File: src/rtl/conv_och_sequencer.sv
`default_nettype none
// ============================================================================
// Module   : conv_och_sequencer
// Brief    : Layer control for one convolution layer: bias DMA load, then
//            LANES-wide output-channel groups with per-lane bias fetch.
// Revision : 1.0 - initial release
// ============================================================================
module conv_och_sequencer #(
    parameter int BIAS_BITS = 16,
    parameter int CH_BITS   = 9,
    parameter int LANES     = 4
) (
    input  logic                       clk,
    input  logic                       rstn,
    input  logic                       ap_start,
    input  logic                       ap_abort,
    input  logic [CH_BITS-1:0]         cfg_out_ch,
    input  logic                       cfg_skip_bias_load,
    output logic                       ap_idle,
    output logic                       ap_done,
    output logic                       bias_load_start,
    output logic                       dma_bias,
    input  logic                       bias_load_done,
    output logic                       bias_request,
    output logic [CH_BITS-1:0]         bias_addr,
    input  logic [BIAS_BITS-1:0]       bias_o,
    input  logic                       bias_vld_o,
    output logic [LANES*BIAS_BITS-1:0] input_bias,
    output logic [LANES-1:0]           lane_en,
    output logic [CH_BITS-1:0]         och_base,
    output logic                       group_last,
    output logic                       calc_start,
    input  logic                       calc_done
);

    localparam int               c_lw    = $clog2(LANES + 1);
    localparam logic [CH_BITS:0] c_lanes = (CH_BITS + 1)'(LANES);

    typedef enum logic [2:0] {
        S_IDLE       = 3'd0,
        S_BIAS_LOAD  = 3'd1,
        S_GROUP_INIT = 3'd2,
        S_BIAS_FETCH = 3'd3,
        S_CALC_WAIT  = 3'd4,
        S_DONE       = 3'd5
    } state_t;

    state_t                     r_state;
    state_t                     w_state_nxt;

    logic [CH_BITS-1:0]         r_out_ch;
    logic [CH_BITS:0]           r_och_base;
    logic [c_lw-1:0]            r_lane;
    logic [c_lw-1:0]            r_n;
    logic                       r_pending;

    logic [CH_BITS-1:0]         w_out_ch_nxt;
    logic [CH_BITS:0]           w_och_base_nxt;
    logic [c_lw-1:0]            w_lane_nxt;
    logic [c_lw-1:0]            w_n_nxt;
    logic                       w_pending_nxt;
    logic                       w_idle_nxt;
    logic                       w_done_nxt;
    logic                       w_load_nxt;
    logic                       w_req_nxt;
    logic [CH_BITS-1:0]         w_addr_nxt;
    logic [LANES*BIAS_BITS-1:0] w_bias_nxt;
    logic [LANES-1:0]           w_lane_en_nxt;
    logic                       w_last_nxt;
    logic                       w_calc_start_nxt;

    logic [CH_BITS:0]           w_remaining;
    logic [c_lw-1:0]            w_n_grp;
    logic [LANES-1:0]           w_mask;
    logic [c_lw-1:0]            w_lane_inc;
    logic [CH_BITS-1:0]         w_addr_inc;

    // Group arithmetic runs one bit wider than the channel count so the
    // remaining-channel difference can never wrap.
    assign w_remaining = {1'b0, r_out_ch} - r_och_base;
    assign w_n_grp     = (w_remaining < c_lanes) ? w_remaining[c_lw-1:0] : c_lw'(LANES);
    assign w_lane_inc  = r_lane + c_lw'(1);
    // Addresses stay below out_ch, so the channel-wide sum cannot overflow.
    assign w_addr_inc  = r_och_base[CH_BITS-1:0] + CH_BITS'(w_lane_inc);
    assign och_base    = r_och_base[CH_BITS-1:0];

    always_comb begin
        w_mask = '0;
        for (int k = 0; k < LANES; k++) begin
            w_mask[k] = (c_lw'(k) < w_n_grp);
        end
    end

    always_ff @(posedge clk or negedge rstn) begin
        if (!rstn) begin
            r_state         <= S_IDLE;
            r_out_ch        <= '0;
            r_och_base      <= '0;
            r_lane          <= '0;
            r_n             <= '0;
            r_pending       <= 1'b0;
            ap_idle         <= 1'b1;
            ap_done         <= 1'b0;
            bias_load_start <= 1'b0;
            dma_bias        <= 1'b0;
            bias_request    <= 1'b0;
            bias_addr       <= '0;
            input_bias      <= '0;
            lane_en         <= '0;
            group_last      <= 1'b0;
            calc_start      <= 1'b0;
        end else begin
            r_state         <= w_state_nxt;
            r_out_ch        <= w_out_ch_nxt;
            r_och_base      <= w_och_base_nxt;
            r_lane          <= w_lane_nxt;
            r_n             <= w_n_nxt;
            r_pending       <= w_pending_nxt;
            ap_idle         <= w_idle_nxt;
            ap_done         <= w_done_nxt;
            bias_load_start <= w_load_nxt;
            dma_bias        <= w_load_nxt;
            bias_request    <= w_req_nxt;
            bias_addr       <= w_addr_nxt;
            input_bias      <= w_bias_nxt;
            lane_en         <= w_lane_en_nxt;
            group_last      <= w_last_nxt;
            calc_start      <= w_calc_start_nxt;
        end
    end

    always_comb begin
        w_state_nxt      = r_state;
        w_out_ch_nxt     = r_out_ch;
        w_och_base_nxt   = r_och_base;
        w_lane_nxt       = r_lane;
        w_n_nxt          = r_n;
        w_pending_nxt    = r_pending;
        w_done_nxt       = 1'b0;
        w_load_nxt       = bias_load_start;
        w_req_nxt        = 1'b0;
        w_addr_nxt       = bias_addr;
        w_bias_nxt       = input_bias;
        w_lane_en_nxt    = lane_en;
        w_last_nxt       = group_last;
        w_calc_start_nxt = 1'b0;

        case (r_state)
            S_IDLE: begin
                if (ap_start) begin
                    w_out_ch_nxt   = cfg_out_ch;
                    w_och_base_nxt = '0;
                    if (cfg_out_ch == '0) begin
                        w_state_nxt = S_DONE;
                        w_done_nxt  = 1'b1;
                    end else if (cfg_skip_bias_load) begin
                        w_state_nxt = S_GROUP_INIT;
                    end else begin
                        w_state_nxt = S_BIAS_LOAD;
                        w_load_nxt  = 1'b1;
                    end
                end
            end
            S_BIAS_LOAD: begin
                if (bias_load_done) begin
                    w_load_nxt  = 1'b0;
                    w_state_nxt = S_GROUP_INIT;
                end
            end
            S_GROUP_INIT: begin
                // The first request of the group leaves together with the
                // new lane mask so it appears on the cycle after GROUP_INIT.
                w_n_nxt       = w_n_grp;
                w_lane_en_nxt = w_mask;
                w_bias_nxt    = '0;
                w_last_nxt    = (w_remaining <= c_lanes);
                w_lane_nxt    = '0;
                w_req_nxt     = 1'b1;
                w_addr_nxt    = r_och_base[CH_BITS-1:0];
                w_pending_nxt = 1'b1;
                w_state_nxt   = S_BIAS_FETCH;
            end
            S_BIAS_FETCH: begin
                if (r_pending && bias_vld_o) begin
                    for (int k = 0; k < LANES; k++) begin
                        if (r_lane == c_lw'(k)) begin
                            w_bias_nxt[k*BIAS_BITS +: BIAS_BITS] = bias_o;
                        end
                    end
                    w_lane_nxt = w_lane_inc;
                    if (w_lane_inc < r_n) begin
                        w_req_nxt  = 1'b1;
                        w_addr_nxt = w_addr_inc;
                    end else begin
                        w_pending_nxt    = 1'b0;
                        w_calc_start_nxt = 1'b1;
                        w_state_nxt      = S_CALC_WAIT;
                    end
                end
            end
            S_CALC_WAIT: begin
                // A done seen alongside our own start pulse is stale.
                if (calc_done && !calc_start) begin
                    if (group_last) begin
                        w_state_nxt = S_DONE;
                        w_done_nxt  = 1'b1;
                    end else begin
                        w_och_base_nxt = r_och_base + c_lanes;
                        w_state_nxt    = S_GROUP_INIT;
                    end
                end
            end
            S_DONE: begin
                w_state_nxt = S_IDLE;
            end
            default: begin
                w_state_nxt = S_IDLE;
            end
        endcase

        if (ap_abort) begin
            w_state_nxt      = S_IDLE;
            w_out_ch_nxt     = '0;
            w_och_base_nxt   = '0;
            w_lane_nxt       = '0;
            w_n_nxt          = '0;
            w_pending_nxt    = 1'b0;
            w_done_nxt       = 1'b0;
            w_load_nxt       = 1'b0;
            w_req_nxt        = 1'b0;
            w_addr_nxt       = '0;
            w_bias_nxt       = '0;
            w_lane_en_nxt    = '0;
            w_last_nxt       = 1'b0;
            w_calc_start_nxt = 1'b0;
        end

        w_idle_nxt = (w_state_nxt == S_IDLE);
    end

endmodule
`default_nettype wire
File: config.mk
export PLATFORM = sky130hd
export DESIGN_NAME = conv_och_sequencer
export DESIGN_NICKNAME = d
export VERILOG_FILES = /design/src/rtl/conv_och_sequencer.sv
export SDC_FILE = /design/constraint.sdc
export NUM_CORES = 1
export LEC_CHECK = 0
export ABC_CLOCK_PERIOD_IN_PS = 2900
export CORE_MARGIN = 1
export CORE_UTILIZATION = 48
export CTS_CLUSTER_SIZE = 24
export DETAILED_ROUTE_END_ITERATION = 12
export GPL_TIMING_DRIVEN = 0
export PLACE_DENSITY = 0.77
export REMOVE_ABC_BUFFERS = 1
export SLEW_MARGIN = 40
export SYNTH_ARGS = -nofsm -noshare
export SYNTH_HDL_FRONTEND = slang
export SYNTH_SLANG_ARGS = --single-unit
export TNS_END_PERCENT = 1
File: constraint.sdc
create_clock -name clk -period 2.9 [get_ports clk]
set_input_delay 0.725 -clock clk [delete_from_list [all_inputs] [get_ports clk]]
set_output_delay 0.725 -clock clk [all_outputs]
set_load 0.05 [all_outputs]
* Word level (Yosys, flattened, before mapping)
Cells that the tools add are included.
** Word-level totals
- Register bits :: 112
- Output and inout port bits :: 93
- Word-level logic and storage cells :: 135
** Operators by class
- Add/subtract/negate cells :: 4
- Order comparisons :: 7
- Equal/unequal tests :: 20
- Multiplexer cells :: 63
- Reductions and logical operators :: 23
** Operators by type and width (count)
- 64-bit 2-to-1 mux :: 2
- 64-bit one-hot mux with 2 select lines :: 1
- 16-bit 2-to-1 mux :: 4
- 9-bit 2-to-1 mux :: 6
- 10-bit 2-to-1 mux :: 4
- 3-bit 2-to-1 mux :: 13
- 3-bit inequality test, second input constant :: 13
- 1-bit 2-to-1 mux :: 22
- 10-bit one-hot mux with 2 select lines :: 1
- 9-bit one-hot mux with 2 select lines :: 1
- 3-bit AND reduction :: 6
- 3-bit one-hot mux with 5 select lines :: 1
- 3-bit by 2-bit equality test with 1-bit output, second input constant :: 4
- 10-bit by 3-bit adder with 10-bit output, second input constant :: 1
- 10-bit by 3-bit less-or-equal comparator with 1-bit output, second input constant :: 1
- 10-bit by 3-bit < comparator with 1-bit output, second input constant :: 1
- 9-bit by 10-bit subtractor with 10-bit output :: 1
- 9-bit by 3-bit adder with 9-bit output :: 1
- 3-bit zero test :: 3
- 9-bit zero test :: 1
- 3-bit nonzero test :: 3
- 4-bit 2-to-1 mux :: 2
- 1-bit one-hot mux with 2 select lines :: 4
- 3-bit by 1-bit equality test with 1-bit output, second input constant :: 2
- other kinds (13) :: 19

* Depth between registers and ports, before layout
- Word-level depth :: 7
- Gate-level depth with buffers :: 10
- Gate-level depth less buffers :: 10

* Least setup slack after synthesis
Ideal clock, no wire load.
- Path type :: reg-to-reg
- Start point :: register r_lane[0]
- End point :: register ap_idle
- Library setup time :: 76 ps
- Arrival time :: 2328 ps
- Setup slack :: 496 ps
- Stages on the path, launching flop included :: 11
- Clock period less this slack :: 2404 ps
- Path through :: dfrtp_1 ha_1 ha_1 inv_1 ha_1 a21o_1 a31oi_1 nor2_1 a211oi_1 a21o_2 nor3_1
** On the way
- Cells in the longest elaborated chain, start to end :: 7
** Ends and longest elaborated chain
- start: declaration :: line 53 : logic [c_lw-1:0] r_lane;
- start signal: assignment :: line 116 : r_lane <= w_lane_nxt;
- 3-bit by 1-bit adder with 3-bit output :: line 82 : assign w_lane_inc = r_lane + c_lw'(1);
- 3-bit < comparator :: line 191 : if (w_lane_inc < r_n) begin
- 3-bit 2-to-1 mux :: line 191
- 3-bit 2-to-1 mux :: line 184 : if (r_pending && bias_vld_o) begin
- 3-bit one-hot mux with 5 select lines :: line 148 : case (r_state)
- 3-bit 2-to-1 mux :: line 221 : if (ap_abort) begin
- named net w_state_nxt[1] :: line 49 : state_t w_state_nxt;
- 3-bit zero test :: line 238 : w_idle_nxt = (w_state_nxt == S_IDLE);
- named net w_idle_nxt :: line 62 : logic w_idle_nxt;
- end signal: assignment :: line 119 : ap_idle <= w_idle_nxt;
- end: declaration :: line 19 : output logic ap_idle,
The timed path passes the listed nets, and every way through them passes these cells.
A chain may end at the register's enable or synchronous reset.

* Worst setup path after layout
Ends and elaborated chain as after synthesis.

==> results.md <==
* Worst vdd ir at 0.244 mV
* Worst Tran Pin Value at 0.670 ns
* Final setup viols at 0
* Primary FF master, synth: dfrtp_1
* Count of state elements after synthesis at 109
* Via/cell ratio at 5.42
* Worst setup SP type: register
* Total clock sinks at 109
* Vias in the first global route at 3,911
* Max-slew violation count at 0
* Port bufs at 123
* WP data required at 3.21 ns
* R2R cell count at 10
* Leading area contributor after synthesis: dfrtp_1
* Fin nets at 631
* Initial core utilization at 0.493
* Row count at 38
* WP buf/inv at 1
* Power Total at 0.00340 W
* Outcome: completed
* Pre-antenna DRT Iters at 4
* Average cell area after synthesis at 11.6 um2
* Crit path cell chain: ha_1 -> ha_1 -> inv_1 -> ha_1 -> a21o_1 -> a31oi_2 -> nor2_1 -> a211oi_1 -> a21o_2 -> nor3_1
* CP peak stage delay at 0.47 ns
* Worst flop-to-flop path startpoint: r_lane[0]
* Slowest CP cell: dfrtp_1
* Fin. Hold Viols at 0
* Post-Route WL at 12,200 um
* Total GRT Usage at 0.223
* Root Buffer: clkbuf_8
* Gr ovfl total at 0
* Worst reg2reg endpoint: ap_idle
* Hold WS at 0.200 ns
* Post-synth cell types at 61
* I/O pin count at 126
* Clk pin slew, worst setup/hold paths at 0.10 ns
* Ranking of synthesized cells by area: dfrtp_1 (50%), mux2_2 (12%), ha_1 (4.2%), nand2_1 (3.0%), and2_1 (2.3%)
* Sequential fraction of the synthesis area at 0.508
* Final-layout fill cell count at 880
* Clock Path Buffers at 2
* Final ANT Viol Nets at 0
* Synth top area share at 0.503
* Max-Cap Viols at 0
* Synth Instances at 464
* DR WL/cell at 16.8 um
* CTS tree: done
* Inserted Clock Buffers at 9
* Area of the mapped netlist at 0.00537 mm2
* Most frequent CP cell: ha_1
* Tightest Hold Check Type: in2async
* Post-route DRC at 0
* DIE WIDTH at 108 um
* P per Cell Area at 499 mW/mm2
* Die H at 108 um
* Max Freq at 372 MHz
* Static Leakage at 3.10 nW
* EDFF count, synth at 0
* Worst skew pair latency at 0.37 ns
* Die footprint at 0.0116 mm2
* Rel. slew slack at 0.552
* CP Class: reg2reg
* Post-CTS Setup Bufs at 0
* CP Max Fanout at 8
* Ys async rst share at 1.00
* CP top delay family: compound AO/OA/AOI/OAI gates
* Tmin final at 2.69 ns
* First-pass GRT wire length at 19,900 um
* Largest net degree at the start of global routing at 78
* Core area at 0.0109 mm2
* Area grow syn2layout at 27.1%
* DP HPWL at 8970 um
* Critical Path End Type: register
* Gpl congestion at 0.812
* Worst EP arrival at 3.00 ns
* Initial antenna violation count at 0
* Iter 0 DRT Violations at 215
* Antenna diode count at 0
* Worst-case clock skew at 0.00966 ns
* H-tree Lvls at 3
* Vias post-DR at 3,929
* FF-to-FF setup slack at 0.21 ns
* Synth warnings at 0
* Tcrit/Tclk final at 0.926
* Layout cells sized above 1 at 0.166
## final cells by class
cell class / count / area [um2] / share of cell area
Clock buffer: 10 / 128 / 0.0187
Clock inverter: 6 / 52.6 / 0.00770
Inverter: 16 / 60.1 / 0.00880
Multi-Input combinational cell: 320 / 2420 / 0.355
Sequential cell: 109 / 2730 / 0.400
Tap cell: 140 / 175 / 0.0257
Timing Repair Buffer: 124 / 1260 / 0.184
## how the worst max path moves through the flow
stage / slack (ns) / depth (start not counted) / to / start
floorplan: 0.38 / 8 / lane_en[0] / r_och_base[4]
global placement: -2.90 / 1 / input_bias[10] / rstn
detailed placement: 0.05 / 10 / ap_idle / r_lane[0]
CTS: 0.02 / 10 / ap_idle / r_lane[0]
global route: -0.003 / 10 / ap_idle / r_lane[0]
finish: 0.21 / 10 / ap_idle / r_lane[0]
## worst reg2reg max path: cells and delay by family, from the launching register on
family	cells	cell delay, ns
AO/OA/AOI/OAI	4	1.12
adder cells (fa/ha/maj)	3	0.83
flip-flops	1	0.47
AND/OR/NAND/NOR	2	0.15
buffers and inverters	1	0.07
## cells in the mapped netlist (all sizes together), types with 3 or more instances
| cell type | n |
|---|---|
| a21oi | 28 |
| and2 | 20 |
| buf | 19 |
| nand3 | 7 |
| nand2 | 44 |
| o21bai | 5 |
| inv | 16 |
| clkbuf | 3 |
| nand4 | 5 |
| a21o | 9 |
| nor3 | 8 |
| ha | 18 |
| o21ai | 16 |
| nor2b | 4 |
| xnor2 | 13 |
| xor2 | 3 |
| o31ai | 3 |
| dfrtp | 108 |
| nand2b | 7 |
| mux2 | 64 |
| nor3b | 4 |
| a31oi | 4 |
| nor2 | 23 |
| a211oi | 4 |
## layout by cell type, fill, tap and decap left out, types with 3 or more instances in the layout
master	count
clkdlybuf4s50_1	121
dfrtp_1	108
mux2_2	58
nand2_1	43
a21oi_1	24
nor2_1	21
and2_1	20
ha_1	18
inv_1	16
o21ai_0	16
xnor2_1	13
clkbuf_8	9
nor3_1	8
a21o_1	8
nand3_1	7
nand2b_1	7
mux2_1	6
nand4_1	5
conb_1	4
nor2b_1	3
nor3b_1	3
a211oi_1	3
a31oi_1	3
a21oi_4	3
xor2_1	3
o21bai_1	3
inv_6	3
## state kept, by name (all words and copies together), names as in the netlist
signal        flops
ap_idle           1
r_pending         1
input_bias       64
dma_bias          1
r_state           3
lane_en           4
r_och_base        8
r_n               2
calc_start        1
r_out_ch          9
bias_addr         9
ap_done           1
r_lane            3
bias_request      1
group_last        1
## what timing repair did
item | in CTS | in global routing
gates resized for setup | 0 | 1
setup endpoints to repair | 0 | 13
endpoints found under the hold margin | 0 | 0
hold buffers | 0 | 0
## metal layers
| layer | vias to the layer above | wire [um] | GRT usage |
|---|---|---|---|
| li1 | 1858 | - | - |
| met1 | 1964 | 5450 | 0.294 |
| met2 | 92 | 6170 | 0.377 |
| met3 | 15 | 392 | 0.0278 |
| met4 | 0 | 178 | 0.0793 |
| met5 | - | 0 | 0 |
## logic make-up after synthesis
| kind of cell | synth area share |
|---|---|
| mux | 0.134 |
| buf+inv | 0.0443 |
| compound gates | 0.117 |
| flops | 0.508 |
| fa+ha+maj | 0.0419 |
| xor+xnor | 0.0261 |
| simple gates | 0.128 |
| other cells | 0.000698 |
## metrics by stage
step | instances | cell area, um2 | setup slack [ns] | util | TNS [ns]
3_3_place_gp | 708 | 6610 | -2.90 | 0.607 | -352.23
5_1_grt | 725 | 6830 | -0.00276 | 0.627 | -0.00276
4_1_cts | 725 | 6820 | 0.0206 | 0.626 | 0
3_5_place_dp | 709 | 6640 | 0.0467 | 0.610 | 0
6_report | 725 | 6830 | 0.214 | 0.627 | 0
2_1_floorplan | 445 | 5200 | 0.382 | - | 0
## report_power, final
group          switching, W  leakage, nW  total [W]  internal (W)
registers         0.0000479         1.51    0.00164       0.00159
clock network      0.000543       0.0858   0.000871      0.000329
logic              0.000561         1.51   0.000894      0.000332
Power figures use the tool's default switching activity.
